<file path="config.mk">
export PLATFORM = sky130hd
export DESIGN_NAME = regfile_wr_arbiter
export DESIGN_NICKNAME = d
export VERILOG_FILES = /design/src/rtl/regfile_pkg.sv /design/src/rtl/regfile_wr_arbiter_rr_arbiter.sv /design/src/rtl/regfile_wr_arbiter.sv
export SDC_FILE = /design/constraint.sdc
export NUM_CORES = 1
export LEC_CHECK = 0
export CAP_MARGIN = 0
export CORE_ASPECT_RATIO = 1.1
export CORE_MARGIN = 2
export CORE_UTILIZATION = 36
export DETAILED_ROUTE_END_ITERATION = 10
export PLACE_DENSITY_LB_ADDON = 0.25
export SYNTH_ARGS = -nofsm -noshare
export SYNTH_HDL_FRONTEND = slang
export SYNTH_SLANG_ARGS = --single-unit
</file>
<file path="constraint.sdc">
create_clock -name clk -period 2.6 [get_ports clk]
set_clock_uncertainty 0.05 [all_clocks]
set_input_delay 0.52 -clock clk [delete_from_list [all_inputs] [get_ports clk]]
set_output_delay 0.52 -clock clk [all_outputs]
set_load 0.1 [all_outputs]
</file>
<file path="src/rtl/regfile_pkg.sv">
// Shared register-file constants and the write-arbiter state type.
package regfile_pkg;

  localparam int unsigned REG_ADDR_W = 5;
  localparam int unsigned REG_DATA_W = 32;
  localparam int unsigned NUM_REGS   = 32;
  localparam logic [REG_ADDR_W-1:0] ZERO_REG = '0;

  typedef enum logic {
    CLEAR = 1'b0,
    RUN   = 1'b1
  } wr_arb_state_t;

endpackage

</file>
<file path="src/rtl/regfile_wr_arbiter_rr_arbiter.sv">
// Round-robin arbiter: combinational one-hot grant searching from last+1,
// with the last-granted pointer updated on each accepted transfer.
module rr_arbiter #(
  parameter int unsigned N = 3
) (
  input  logic                                 clk,
  input  logic                                 rst,
  input  logic [N-1:0]                         req,
  input  logic                                 accept,
  output logic [N-1:0]                         grant,
  output logic [((N > 1) ? $clog2(N) : 1)-1:0] grant_idx
);

  localparam int unsigned LW = (N > 1) ? $clog2(N) : 1;

  logic [LW-1:0] last_q;
  logic [LW-1:0] last_d;
  logic          found;

  always_comb begin
    grant     = '0;
    grant_idx = '0;
    found     = 1'b0;
    for (int unsigned k = 1; k <= N; k++) begin
      if (!found && req[(32'(last_q) + k) % N]) begin
        found                           = 1'b1;
        grant[(32'(last_q) + k) % N]    = 1'b1;
        grant_idx                       = LW'((32'(last_q) + k) % N);
      end
    end
  end

  always_comb begin
    last_d = last_q;
    if (accept) begin
      last_d = grant_idx;
    end
  end

  always_ff @(posedge clk or posedge rst) begin
    if (rst) begin
      last_q <= LW'(N - 1);
    end else begin
      last_q <= last_d;
    end
  end

endmodule

</file>
<file path="src/rtl/regfile_wr_arbiter.sv">
// Register-file write-port arbiter: optional post-reset clear of all registers,
// then round-robin sharing of the single write port among NUM_REQ sources.
module regfile_wr_arbiter
  import regfile_pkg::*;
#(
  parameter int unsigned NUM_REQ        = 3,
  parameter bit          CLEAR_ON_RESET = 1'b1
) (
  input  logic                             clk,
  input  logic                             rst,
  input  logic [NUM_REQ-1:0]               req_valid,
  input  logic [NUM_REQ*REG_ADDR_W-1:0]    req_addr,
  input  logic [NUM_REQ*REG_DATA_W-1:0]    req_data,
  output logic [NUM_REQ-1:0]               req_ready,
  output logic                             ctrl_regwrite,
  output logic [REG_ADDR_W-1:0]            write_w,
  output logic [REG_DATA_W-1:0]            write_data_w,
  output logic                             init_done
);

  localparam wr_arb_state_t RESET_STATE = CLEAR_ON_RESET ? CLEAR : RUN;
  localparam int unsigned   IDX_W       = (NUM_REQ > 1) ? $clog2(NUM_REQ) : 1;

  wr_arb_state_t           state_q, state_d;
  logic [REG_ADDR_W-1:0]   clr_cnt_q, clr_cnt_d;
  logic                    regwrite_q, regwrite_d;
  logic [REG_ADDR_W-1:0]   waddr_q, waddr_d;
  logic [REG_DATA_W-1:0]   wdata_q, wdata_d;

  logic [NUM_REQ-1:0]      grant;
  logic [IDX_W-1:0]        grant_idx;
  logic                    accept;
  logic [REG_ADDR_W-1:0]   sel_addr;
  logic [REG_DATA_W-1:0]   sel_data;

  rr_arbiter #(
    .N (NUM_REQ)
  ) u_rr_arbiter (
    .clk       (clk),
    .rst       (rst),
    .req       (req_valid),
    .accept    (accept),
    .grant     (grant),
    .grant_idx (grant_idx)
  );

  // Grant is already one-hot on a valid requester, so any valid in RUN is a transfer.
  assign req_ready = (state_q == RUN) ? grant : '0;
  assign accept    = (state_q == RUN) && (|req_valid);

  always_comb begin
    sel_addr = '0;
    sel_data = '0;
    for (int unsigned i = 0; i < NUM_REQ; i++) begin
      if (grant[i]) begin
        sel_addr = req_addr[i*REG_ADDR_W +: REG_ADDR_W];
        sel_data = req_data[i*REG_DATA_W +: REG_DATA_W];
      end
    end
  end

  always_comb begin
    state_d    = state_q;
    clr_cnt_d  = clr_cnt_q;
    regwrite_d = 1'b0;
    waddr_d    = waddr_q;
    wdata_d    = wdata_q;
    unique case (state_q)
      CLEAR: begin
        regwrite_d = 1'b1;
        waddr_d    = clr_cnt_q;
        wdata_d    = '0;
        clr_cnt_d  = clr_cnt_q + 1'b1;
        if (clr_cnt_q == REG_ADDR_W'(NUM_REGS - 1)) begin
          state_d = RUN;
        end
      end
      RUN: begin
        if (accept) begin
          regwrite_d = (sel_addr != ZERO_REG);
          waddr_d    = sel_addr;
          wdata_d    = sel_data;
        end
      end
      default: state_d = RESET_STATE;
    endcase
  end

  always_ff @(posedge clk or posedge rst) begin
    if (rst) begin
      state_q    <= RESET_STATE;
      clr_cnt_q  <= '0;
      regwrite_q <= 1'b0;
      waddr_q    <= '0;
      wdata_q    <= '0;
    end else begin
      state_q    <= state_d;
      clr_cnt_q  <= clr_cnt_d;
      regwrite_q <= regwrite_d;
      waddr_q    <= waddr_d;
      wdata_q    <= wdata_d;
    end
  end

  assign ctrl_regwrite = regwrite_q;
  assign write_w       = waddr_q;
  assign write_data_w  = wdata_q;
  assign init_done     = (state_q == RUN);

endmodule

</file>
==> reports/qor.txt <==
layout cell share with drive strength beyond 1: 27.0%
Clk pwr share: 6.7%
switching power: 4510 uW
Clock Latency Late Sink: 0.30 ns
largest net degree at the start of global routing: 48
switching portion of total power: 56.3%
ys async rst share: 100%
Sink Count: 46
first-pass GRT wire length: 17,400 um
starting density of the core: 37.1%
library cells used by synthesis: 53
Detail Route Antenna Nets: 0
DRC: 0
share of the synthesized area in the top cell type: 38.3%
failing checks: setup timing
Synth top cells by count: nand2_1, dfrtp_1, o21ai_0, a31oi_1, o21ai_1
Avg Cell Area, Syn: 8.14 um^2
synthesized area: 2940 um^2
DR vias/cell: 5.30
most numerous cell in the Yosys netlist: nand2_1
Final HPWL DP: 7980 um
DRT Pass-1 Iters: 4
CP required: 2.03 ns
Pwr Density: 1530 nW/um^2
Post-Layout Inst Area: 5240 um^2
crit path max fanout: 5
Iteration-0 DRC Markers: 143
mux cell area share after synthesis: 3.36%
diode count: 0
Post-Syn Instances: 361
final wirelength: 11,300 um
Rows: 34
internal power: 3500 uW
main combinational cell family by area after synthesis: compound AO/OA/AOI/OAI gates
synth top area cells: dfrtp_1, nand2_1, a31oi_1
DP Worst Slack: -0.186 ns
Logic pwr share: 78.4%
Setup crit start kind: input pin
syn nets: 483
die width: 90.2 um
Die H: 98.8 um
vias in the first global route: 3,317
worst-margin pin slew: 0.608 ns
# port buffers: 157
antenna violations before repair: 0
Slew HR: 59.4%
crit path capture type: output pin
clk buf depth: 2
routed vias: 3,462
RSZ-0062 raised after global routing: yes
root buf cell: clkbuf_8
Slew Viols, Final: 0
peak supply drop: 0.00106 V
Cell Count Post-Placement: 632
XOR/XNOR share of the synthesized area: 0.894%
area delta synth->final: 78.2%
GR Layer Usage met3: 5.05%
worst min-delay path category: reg -> reg
Leak: 0.00231 uW
compound-cell area share of the yosys netlist: 27.1%
Setup WS post-layout: -0.232 ns
cell taking the most area after synthesis: dfrtp_1
final core utilization: 66.2%
fmax: 353 MHz
flops & latches, synth: 46
# setup viols final: 22
core area: 7910 um^2
Worst Path Arrival: 2.26 ns
critical path type: in -> out
Adder-Cell Fraction of Synth Area: 2.55%
Post-Layout Cell Count: 653
status: complete, but fails checks
htree depth: 2
Boundary Pins: 158
final hold vios: 0
routing usage on met2: 39.5%
CTS Hold Bufs: 0
Overall Global Routing Usage: 24.2%
wire per inst: 17.4 um
Max Cap Viol: 0
Sequential Power Share: 14.9%
ys flop type: dfrtp_1
GRT overflow: 0
number of synthesized flops with an enable pin: 0
Global Route met1 Usage: 32.4%
Syn. warnings: 0
grt peak-use layer: met2
Final Net Count: 666
Final min period: 2.83 ns
Seq/Total Area, Yosys: 39.2%
Post-Synth Simple-Gate Area: 19.6%
TritonCTS Buffers: 5
gpl congestion: 0.860
die area: 8900 um^2
Clock transition at path regs: 0.09 ns
fin crit share: 109%
CTS tree: yes
Post-DP Area: 4770 um^2
[worst max-delay path, cell delays in order]
cell and delay [ns]:
clkdlybuf4s50_1 0.60, inv_1 0.09, o21ai_0 0.27, o221a_2 0.26, mux2i_1 0.09, buf_4 0.15, nor2_4 0.09, buf_12 0.18
[power groups by stage]
stage               Combinational (uW)  Clock (uW)  Sequential (uW)
CTS                               5730         544             1190
global placement                  5470           0             1180
finish                            6280         536             1190
global route                      6570         569             1220
floorplan                         2150           0             3100
detailed placement                5530           0             1200
[final timing paths]
check                      slack (ns)                to  depth (start not counted)                   start
setup / recovery                -0.23      req_ready[0]                          8            req_valid[2]
hold / removal                   0.45      clr_cnt_q[0]                          1            clr_cnt_q[0]
setup reg to reg                -0.11     ctrl_regwrite                         10  u_rr_arbiter.last_q[1]
hold reg to reg                  0.45      clr_cnt_q[0]                          1            clr_cnt_q[0]
max in group asynchronous        1.36      clr_cnt_q[2]                          3                     rst
min in group asynchronous        0.54  write_data_w[24]                          2                     rst
[final cells by class]
type	count	area, um^2
Sequential cell	46	1150
Clock inverter	1	30.0
Clock buffer	7	76.3
Multi-Input combinational cell	278	1810
Tap cell	108	135
Inverter	9	36.3
Timing Repair Buffer	204	2000
Fill cell	648	2680
[logic make-up after synthesis]
group,after synthesis
AOI/OAI and AO/OA,130
xor gates and xnor gates,3
DFF,46
and+or+nand+nor,131
buffers and inverters,37
adders and majority gates,6
muxes,8
[layout by cell type, fill, tap and decap left out, types with 6 or more instances in the layout]
| cell type | count |
|---|---|
| nand2_1 | 104 |
| o21ai_0 | 36 |
| clkdlybuf4s50_1 | 115 |
| a31oi_2 | 12 |
| o21ai_1 | 35 |
| a31oi_1 | 21 |
| dfrtp_1 | 45 |
| buf_4 | 72 |
| inv_1 | 6 |
| buf_12 | 10 |
[sequential cells by signal, summed over array words and instances (netlist names)]
name	cells
clr_cnt_q	5
ctrl_regwrite	1
init_done	1
u_rr_arbiter.last_q	2
write_data_w	32
write_w	5
[metrics by stage]
stage | hold WS (ns) | total power (uW) | TNS (ns)
after floorplan | 0.408 | 5250 | -0.451
after CTS | 0.448 | 7460 | -0.601
after detailed placement | 0.430 | 6720 | -5.00
after global placement | 0.414 | 6650 | -3.17
after global routing | 0.473 | 8360 | -4.13
final | 0.446 | 8010 | -1.17
[routing by layer]
layer / vias up / wire length [um] / share of wire, %
li1: 1637 / - / -
met1: 1650 / 4850 / 43
met2: 159 / 5380 / 47
met3: 16 / 882 / 7.8
met4: 0 / 227 / 2.0
met5: - / 0 / 0
[timing repair]
item	CTS	global route
gates resized for setup	14	32
buffers inserted	6	4
setup endpoints to repair	3	39
gates cloned	0	3
pin swaps	7	8
No activity file was read; power rests on OpenSTA's default activity.
